===== config.mk =====
export PLATFORM = sky130hd
export DESIGN_NAME = calc_entry_ctrl
export DESIGN_NICKNAME = d
export VERILOG_FILES = /design/src/rtl/calc_entry_ctrl.sv
export SDC_FILE = /design/constraint.sdc
export NUM_CORES = 1
export LEC_CHECK = 0
export BUFFER_PORTS_ARGS = -buffer_cell sky130_fd_sc_hd__clkbuf_2
export CAP_MARGIN = 20
export CORE_AREA = 2 2 86 88
export CTS_BUF_LIST = sky130_fd_sc_hd__clkbuf_16
export CTS_CLUSTER_SIZE = 25
export DETAILED_ROUTE_END_ITERATION = 10
export DIE_AREA = 0 0 88 90
export PLACE_DENSITY = 0.8
export SLEW_MARGIN = 40
export SYNTH_ARGS = -nofsm -noshare
export SYNTH_HDL_FRONTEND = slang
export SYNTH_SLANG_ARGS = --single-unit
export TNS_END_PERCENT = 20

===== constraint.sdc =====
create_clock -name clk -period 4.65 [get_ports clk]
set_clock_uncertainty 0.05 [all_clocks]
set_input_delay 0.465 -clock clk [delete_from_list [all_inputs] [get_ports clk]]
set_output_delay 0.465 -clock clk [all_outputs]
set_load 0.005 [all_outputs]

===== src/rtl/calc_entry_ctrl.sv =====
// ---------------------------------------------------------------------------
// calc_entry_ctrl
//   Key-entry sequencer for the two-operand calculator. Collects up to two
//   decimal digits for operand A, an operator, then up to two digits for
//   operand B. On '=' it holds the operands stable while the calculation
//   block settles, then captures the result as magnitude plus sign.
//
// Ports
//   clk           in   1   system clock, rising edge
//   rst           in   1   asynchronous reset, active-low
//   key_valid     in   1   key_code is valid this cycle
//   key_code      in   8   digit 0..9, operator, KEY_EQ or KEY_CLR
//   A1, A0        out  8   operand A tens / units digit
//   B1, B0        out  8   operand B tens / units digit
//   OP            out  8   latched operator code
//   calc_out      in   14  calculation block result
//   result        out  14  captured result magnitude
//   result_neg    out  1   captured result is negative
//   result_valid  out  1   one-cycle pulse when result/result_neg update
//   busy          out  1   high while waiting for the datapath
//   state         out  2   00 ENTER_A, 01 ENTER_B, 10 CALC, 11 SHOW
// ---------------------------------------------------------------------------
module calc_entry_ctrl #(
    parameter logic [7:0] KEY_EQ   = 8'h0E,
    parameter logic [7:0] KEY_CLR  = 8'h0C,
    parameter logic [7:0] KEY_ADD  = 8'h0A,
    parameter logic [7:0] KEY_SUB  = 8'h0B,
    parameter logic [7:0] KEY_MULT = 8'h0F,
    parameter int         CALC_LAT = 2
) (
    input  logic        clk,
    input  logic        rst,
    input  logic        key_valid,
    input  logic [7:0]  key_code,
    output logic [7:0]  A1,
    output logic [7:0]  A0,
    output logic [7:0]  B1,
    output logic [7:0]  B0,
    output logic [7:0]  OP,
    input  logic [13:0] calc_out,
    output logic [13:0] result,
    output logic        result_neg,
    output logic        result_valid,
    output logic        busy,
    output logic [1:0]  state
);

    localparam int CW = $clog2(CALC_LAT + 1);

    typedef enum logic [1:0] {
        ENTER_A = 2'b00,
        ENTER_B = 2'b01,
        CALC    = 2'b10,
        SHOW    = 2'b11
    } state_t;

    state_t          cur_q, nxt;
    logic [1:0]      na_q, na_n, nb_q, nb_n;
    logic [CW-1:0]   cnt_q, cnt_n;
    logic [7:0]      a1_n, a0_n, b1_n, b0_n, op_n;
    logic [13:0]     result_n;
    logic            neg_n;
    logic            capture;
    logic            is_digit, is_op, is_eq, is_clr;
    logic [6:0]      aval, bval;

    assign is_digit = key_valid && (key_code <= 8'd9);
    assign is_op    = key_valid && (key_code == KEY_ADD || key_code == KEY_SUB ||
                                    key_code == KEY_MULT);
    assign is_eq    = key_valid && (key_code == KEY_EQ);
    assign is_clr   = key_valid && (key_code == KEY_CLR);

    // Digits are 0..9, so the two-digit value never exceeds 99.
    assign aval = 7'(A1 * 8'd10 + A0);
    assign bval = 7'(B1 * 8'd10 + B0);

    always_comb begin
        // NOTE: every signal gets a default first so no path leaves one unassigned (no latches).
        nxt      = cur_q;
        na_n     = na_q;
        nb_n     = nb_q;
        cnt_n    = cnt_q;
        a1_n     = A1;
        a0_n     = A0;
        b1_n     = B1;
        b0_n     = B0;
        op_n     = OP;
        result_n = result;
        neg_n    = result_neg;
        capture  = 1'b0;

        if (is_clr) begin
            // Clear wins in every state; the last result stays on display.
            nxt  = ENTER_A;
            na_n = 2'd0;
            nb_n = 2'd0;
            a1_n = 8'd0;
            a0_n = 8'd0;
            b1_n = 8'd0;
            b0_n = 8'd0;
            op_n = 8'd0;
        end else begin
            case (cur_q)
                ENTER_A: begin
                    if (is_digit) begin
                        if (na_q == 2'd0) begin
                            a1_n = 8'd0;
                            a0_n = key_code;
                            na_n = 2'd1;
                        end else if (na_q == 2'd1) begin
                            a1_n = A0;
                            a0_n = key_code;
                            na_n = 2'd2;
                        end
                    end else if (is_op && na_q != 2'd0) begin
                        op_n = key_code;
                        nxt  = ENTER_B;
                    end
                end
                ENTER_B: begin
                    if (is_digit) begin
                        if (nb_q == 2'd0) begin
                            b1_n = 8'd0;
                            b0_n = key_code;
                            nb_n = 2'd1;
                        end else if (nb_q == 2'd1) begin
                            b1_n = B0;
                            b0_n = key_code;
                            nb_n = 2'd2;
                        end
                    end else if (is_eq && nb_q != 2'd0) begin
                        cnt_n = CW'(CALC_LAT);
                        nxt   = CALC;
                    end
                end
                CALC: begin
                    // The edge that takes the counter to zero is the capture edge.
                    cnt_n = cnt_q - CW'(1);
                    if (cnt_q <= CW'(1)) begin
                        capture = 1'b1;
                        nxt     = SHOW;
                    end
                end
                SHOW: begin
                    if (is_digit) begin
                        a1_n = 8'd0;
                        a0_n = key_code;
                        b1_n = 8'd0;
                        b0_n = 8'd0;
                        op_n = 8'd0;
                        na_n = 2'd1;
                        nb_n = 2'd0;
                        nxt  = ENTER_A;
                    end
                end
                default: nxt = ENTER_A;
            endcase
        end

        if (capture) begin
            // The datapath wraps on a negative difference; undo the two's complement.
            if (OP == KEY_SUB && aval < bval) begin
                neg_n    = 1'b1;
                result_n = 14'(~calc_out + 14'd1);
            end else begin
                neg_n    = 1'b0;
                result_n = calc_out;
            end
        end
    end

    always_ff @(posedge clk or negedge rst) begin
        if (!rst) begin
            cur_q        <= ENTER_A;
            na_q         <= 2'd0;
            nb_q         <= 2'd0;
            cnt_q        <= '0;
            A1           <= 8'd0;
            A0           <= 8'd0;
            B1           <= 8'd0;
            B0           <= 8'd0;
            OP           <= 8'd0;
            result       <= 14'd0;
            result_neg   <= 1'b0;
            result_valid <= 1'b0;
        end else begin
            // NOTE: non-blocking assignments so every register samples pre-edge values.
            cur_q        <= nxt;
            na_q         <= na_n;
            nb_q         <= nb_n;
            cnt_q        <= cnt_n;
            A1           <= a1_n;
            A0           <= a0_n;
            B1           <= b1_n;
            B0           <= b0_n;
            OP           <= op_n;
            result       <= result_n;
            result_neg   <= neg_n;
            result_valid <= capture;
        end
    end

    assign busy  = (cur_q == CALC);
    assign state = cur_q;

endmodule

==> flow_metrics.env <==
export IMPL_status="completed"
export IMPL_power_leakage_nw=2.25
export IMPL_cts_sink_count=64
export IMPL_yosysSeqAreaShare=0.438
export IMPL_synth_adder_area_share=0.125
export IMPL_period_needed_ps=3950
export IMPL_clk_latency_ps=320
export IMPL_antenna_found_initial=0
export IMPL_synth_compound_area_share=0.177
export IMPL_cts_tree="built"
export IMPL_path_max_fanout=26
export IMPL_synthMuxAreaShare=0.0140
export IMPL_routedWlPerCell_um=14.7
export IMPL_hp_class="in2async"
export IMPL_cts_clk_slew_worst_paths_ps=50
export IMPL_cts_setup_buffers=0
export IMPL_portBuffers=83
export IMPL_async_flop_share=1.00
export IMPL_fmaxAchievable_mhz=253
export IMPL_hpwl_um=6050
export IMPL_synth_top_family_by_area="compound AO/OA/AOI/OAI gates"
export IMPL_min_period_over_period=0.849
export IMPL_fin_cells=553
export IMPL_ys_types=51
export IMPL_avgSynthCellArea_um2=10.0
export IMPL_drtIter0Drc=115
export IMPL_rsz0062_at_grt="false"
export IMPL_vias=3030
export IMPL_regToRegEndpoint="result[13]"
export IMPL_root_buffer="clkbuf_16"
export IMPL_critPathMaxStageDelay_ps=540
export IMPL_die_x_um=88
export IMPL_grt_usage=0.221
export IMPL_synth_area_um2=3660
export IMPL_synth_largest_area_cell="dfrtp_1"
export IMPL_fillCellCount=584
export IMPL_synth_top_cells_by_area="dfrtp_1, ha_1, a22o_1"
export IMPL_ctsLongestPathBuffers=2
export IMPL_cp_cell_sequence="ha_1 > ha_1 > fa_1 > ha_1 > a21oi_1 > o21ai_0 > xnor2_1 > ha_1 > and4_1 > a211o_1 > or3_1 > a31oi_1"
export IMPL_io_pins=84
export IMPL_grt_max_degree=41
export IMPL_drive_gt1_frac=0.238
export IMPL_nNetsFinal=509
export IMPL_slew_headroom=0.497
export IMPL_cts_buffers=9
export IMPL_gp_congestion=0.835
export IMPL_postRouteAntennaNets=0
export IMPL_ctsResizeCount=0
export IMPL_tns_ps=0
export IMPL_syn_nets=423
export IMPL_cellPowerDensity_nw_per_um2=502
export IMPL_slew_violations=0
export IMPL_n_antenna_cell=0
export IMPL_r2r_slack_ps=700
export IMPL_synth_xor_area_frac=0.0383
export IMPL_yosysWarnings=0
export IMPL_synth_top_area_frac=0.438
export IMPL_critPathSlowestCell="a211o_1"
export IMPL_ir_drop_v=0.000305
export IMPL_yosys_most_used_dff="dfrtp_1"
export IMPL_drt_vias_per_instance=5.48
export IMPL_drc=0
export IMPL_max_cap_viol_count=0
export IMPL_hold_viol=0
export IMPL_wirelength_um=8110
export IMPL_grt_pass1_vias=2965
export IMPL_die_h_um=90
export IMPL_coreArea_um2=7020
export IMPL_tightest_slew_ps=747
export IMPL_rr_worst_depth=12
export IMPL_start_util=0.521
export IMPL_synth_edf_count=0
export IMPL_grt_pass1_wl_um=13900
export IMPL_cp_end_kind="flop"
export IMPL_dr_pass1_iters=4
export IMPL_setup_viol=0
export IMPL_areaGrowthSynthToFinish_pct=21.0
export IMPL_crit_path_start_kind="flop"
export IMPL_criticalPathCategory="reg2reg"
export IMPL_row_count=31
export IMPL_critical_path_arrival_ps=4140
export IMPL_crit_top_cell="ha_1"
export IMPL_synthesis_instances=364
export IMPL_synthSimpleGateAreaFrac=0.171
export IMPL_r2r_start="B1[1]"
export IMPL_die_area_um2=7920
export IMPL_cp_required_ps=4850
export IMPL_placed_cells=538
export IMPL_h_tree_depth=3
export IMPL_grt_overflow=0
export IMPL_ys_seq_elements=64
export IMPL_cts_hold_buf=0
## report_power, final
group	switching (mW)	leakage, nW	internal (mW)
combinational	0.439	1.29	0.367
sequential	0.127	0.830	0.706
clock	0.232	0.127	0.349
## critical path, delay by kind of cell, from the launching register on
kind,cells,cell delay [ps]
adders and majority gates,5,1580
AOI/OAI and AO/OA,4,1000
and+or+nand+nor,2,610
DFF,1,430
xor gates and xnor gates,1,200
## sequential cells by signal, summed over array words and instances (netlist names)
register      cells
state             2
B0                8
result_neg        1
B1                8
cnt_q             2
result_valid      1
result           14
OP                8
A0                8
na_q              2
A1                8
nb_q              2
## routing by layer
layer	global-route usage	share of wire	vias up
met5	0	0	-
met4	0.0756	0.017	0
met3	0.0579	0.053	17
met2	0.355	0.49	89
met1	0.288	0.44	1448
li1	-	-	1476
## cell families (layout without fill, tap and decap cells)
logic type,after synthesis,after routing
DFF,64,64
adders and majority gates,34,34
and+or+nand+nor,116,116
xor gates and xnor gates,16,16
AOI/OAI and AO/OA,95,95
buffers and inverters,34,124
muxes,5,5
## cells in the mapped netlist (2+ instances only)
cell type	instances
nor4_1	4
o22a_1	2
buf_2	6
xor2_1	4
a21o_1	4
mux2i_1	4
and2_1	9
or2_2	2
nand2_1	22
o31ai_1	6
nor3_1	7
inv_1	22
nand3_1	4
nor2_1	27
dfrtp_1	64
nor3_2	2
nor2b_1	8
a22o_1	16
o21ai_1	2
o22ai_1	2
ha_1	30
or3_1	15
nand2b_1	4
fa_1	4
o21ai_0	28
xnor2_1	12
clkbuf_1	5
or4_1	2
a31oi_1	12
a21oi_1	14
## how the worst max path moves through the flow
| stage | start | to | slack, ps | cells past startpoint |
|---|---|---|---|---|
| 4_1_cts | B1[1] | result[10] | 700 | 12 |
| 2_1_floorplan | A1[1] | result[10] | 1060 | 13 |
| 6_report | B1[1] | result[13] | 700 | 12 |
| 5_1_grt | B1[1] | result[11] | 370 | 13 |
| 3_5_place_dp | A1[1] | result[5] | 750 | 12 |
| 3_3_place_gp | A1[1] | result[8] | 860 | 12 |
## metrics by stage
step	setup WS [ps]	hold WS, ps	area, µm²	total power, mW	util
2_1_floorplan	1060	119	3660	1.36	-
3_3_place_gp	864	417	4170	1.61	0.594
3_5_place_dp	753	428	4170	1.65	0.594
4_1_cts	698	118	4420	2.23	0.630
5_1_grt	366	155	4420	2.39	0.630
6_report	702	99.9	4420	2.22	0.630
## placed cells by master, fill, tap and decap left out, types with 3 or more instances in the layout
master	netlist	layout
a21o_1	4	4
a21oi_1	14	14
a22o_1	16	16
a31oi_1	12	12
and2_1	9	9
buf_4	0	3
clkbuf_16	0	9
clkbuf_2	0	83
dfrtp_1	64	64
fa_1	4	4
ha_1	30	30
inv_1	22	23
mux2i_1	4	4
nand2_1	22	22
nand2b_1	4	4
nand3_1	4	4
nor2_1	27	27
nor2b_1	8	8
nor3_1	7	7
nor4_1	4	4
o21ai_0	28	28
o31ai_1	6	6
or3_1	15	15
xnor2_1	12	12
xor2_1	4	4
## cell type report
type / instances / area (µm²) / area share
Clock buffer: 9 / 225 / 0.0509
Clock inverter: 6 / 28.8 / 0.00650
Inverter: 23 / 86.3 / 0.0195
Multi-Input combinational cell: 266 / 1920 / 0.434
Sequential cell: 64 / 1600 / 0.362
Tap cell: 99 / 124 / 0.0280
Timing Repair Buffer: 86 / 438 / 0.0990
No activity file was read; power rests on OpenSTA's default activity.
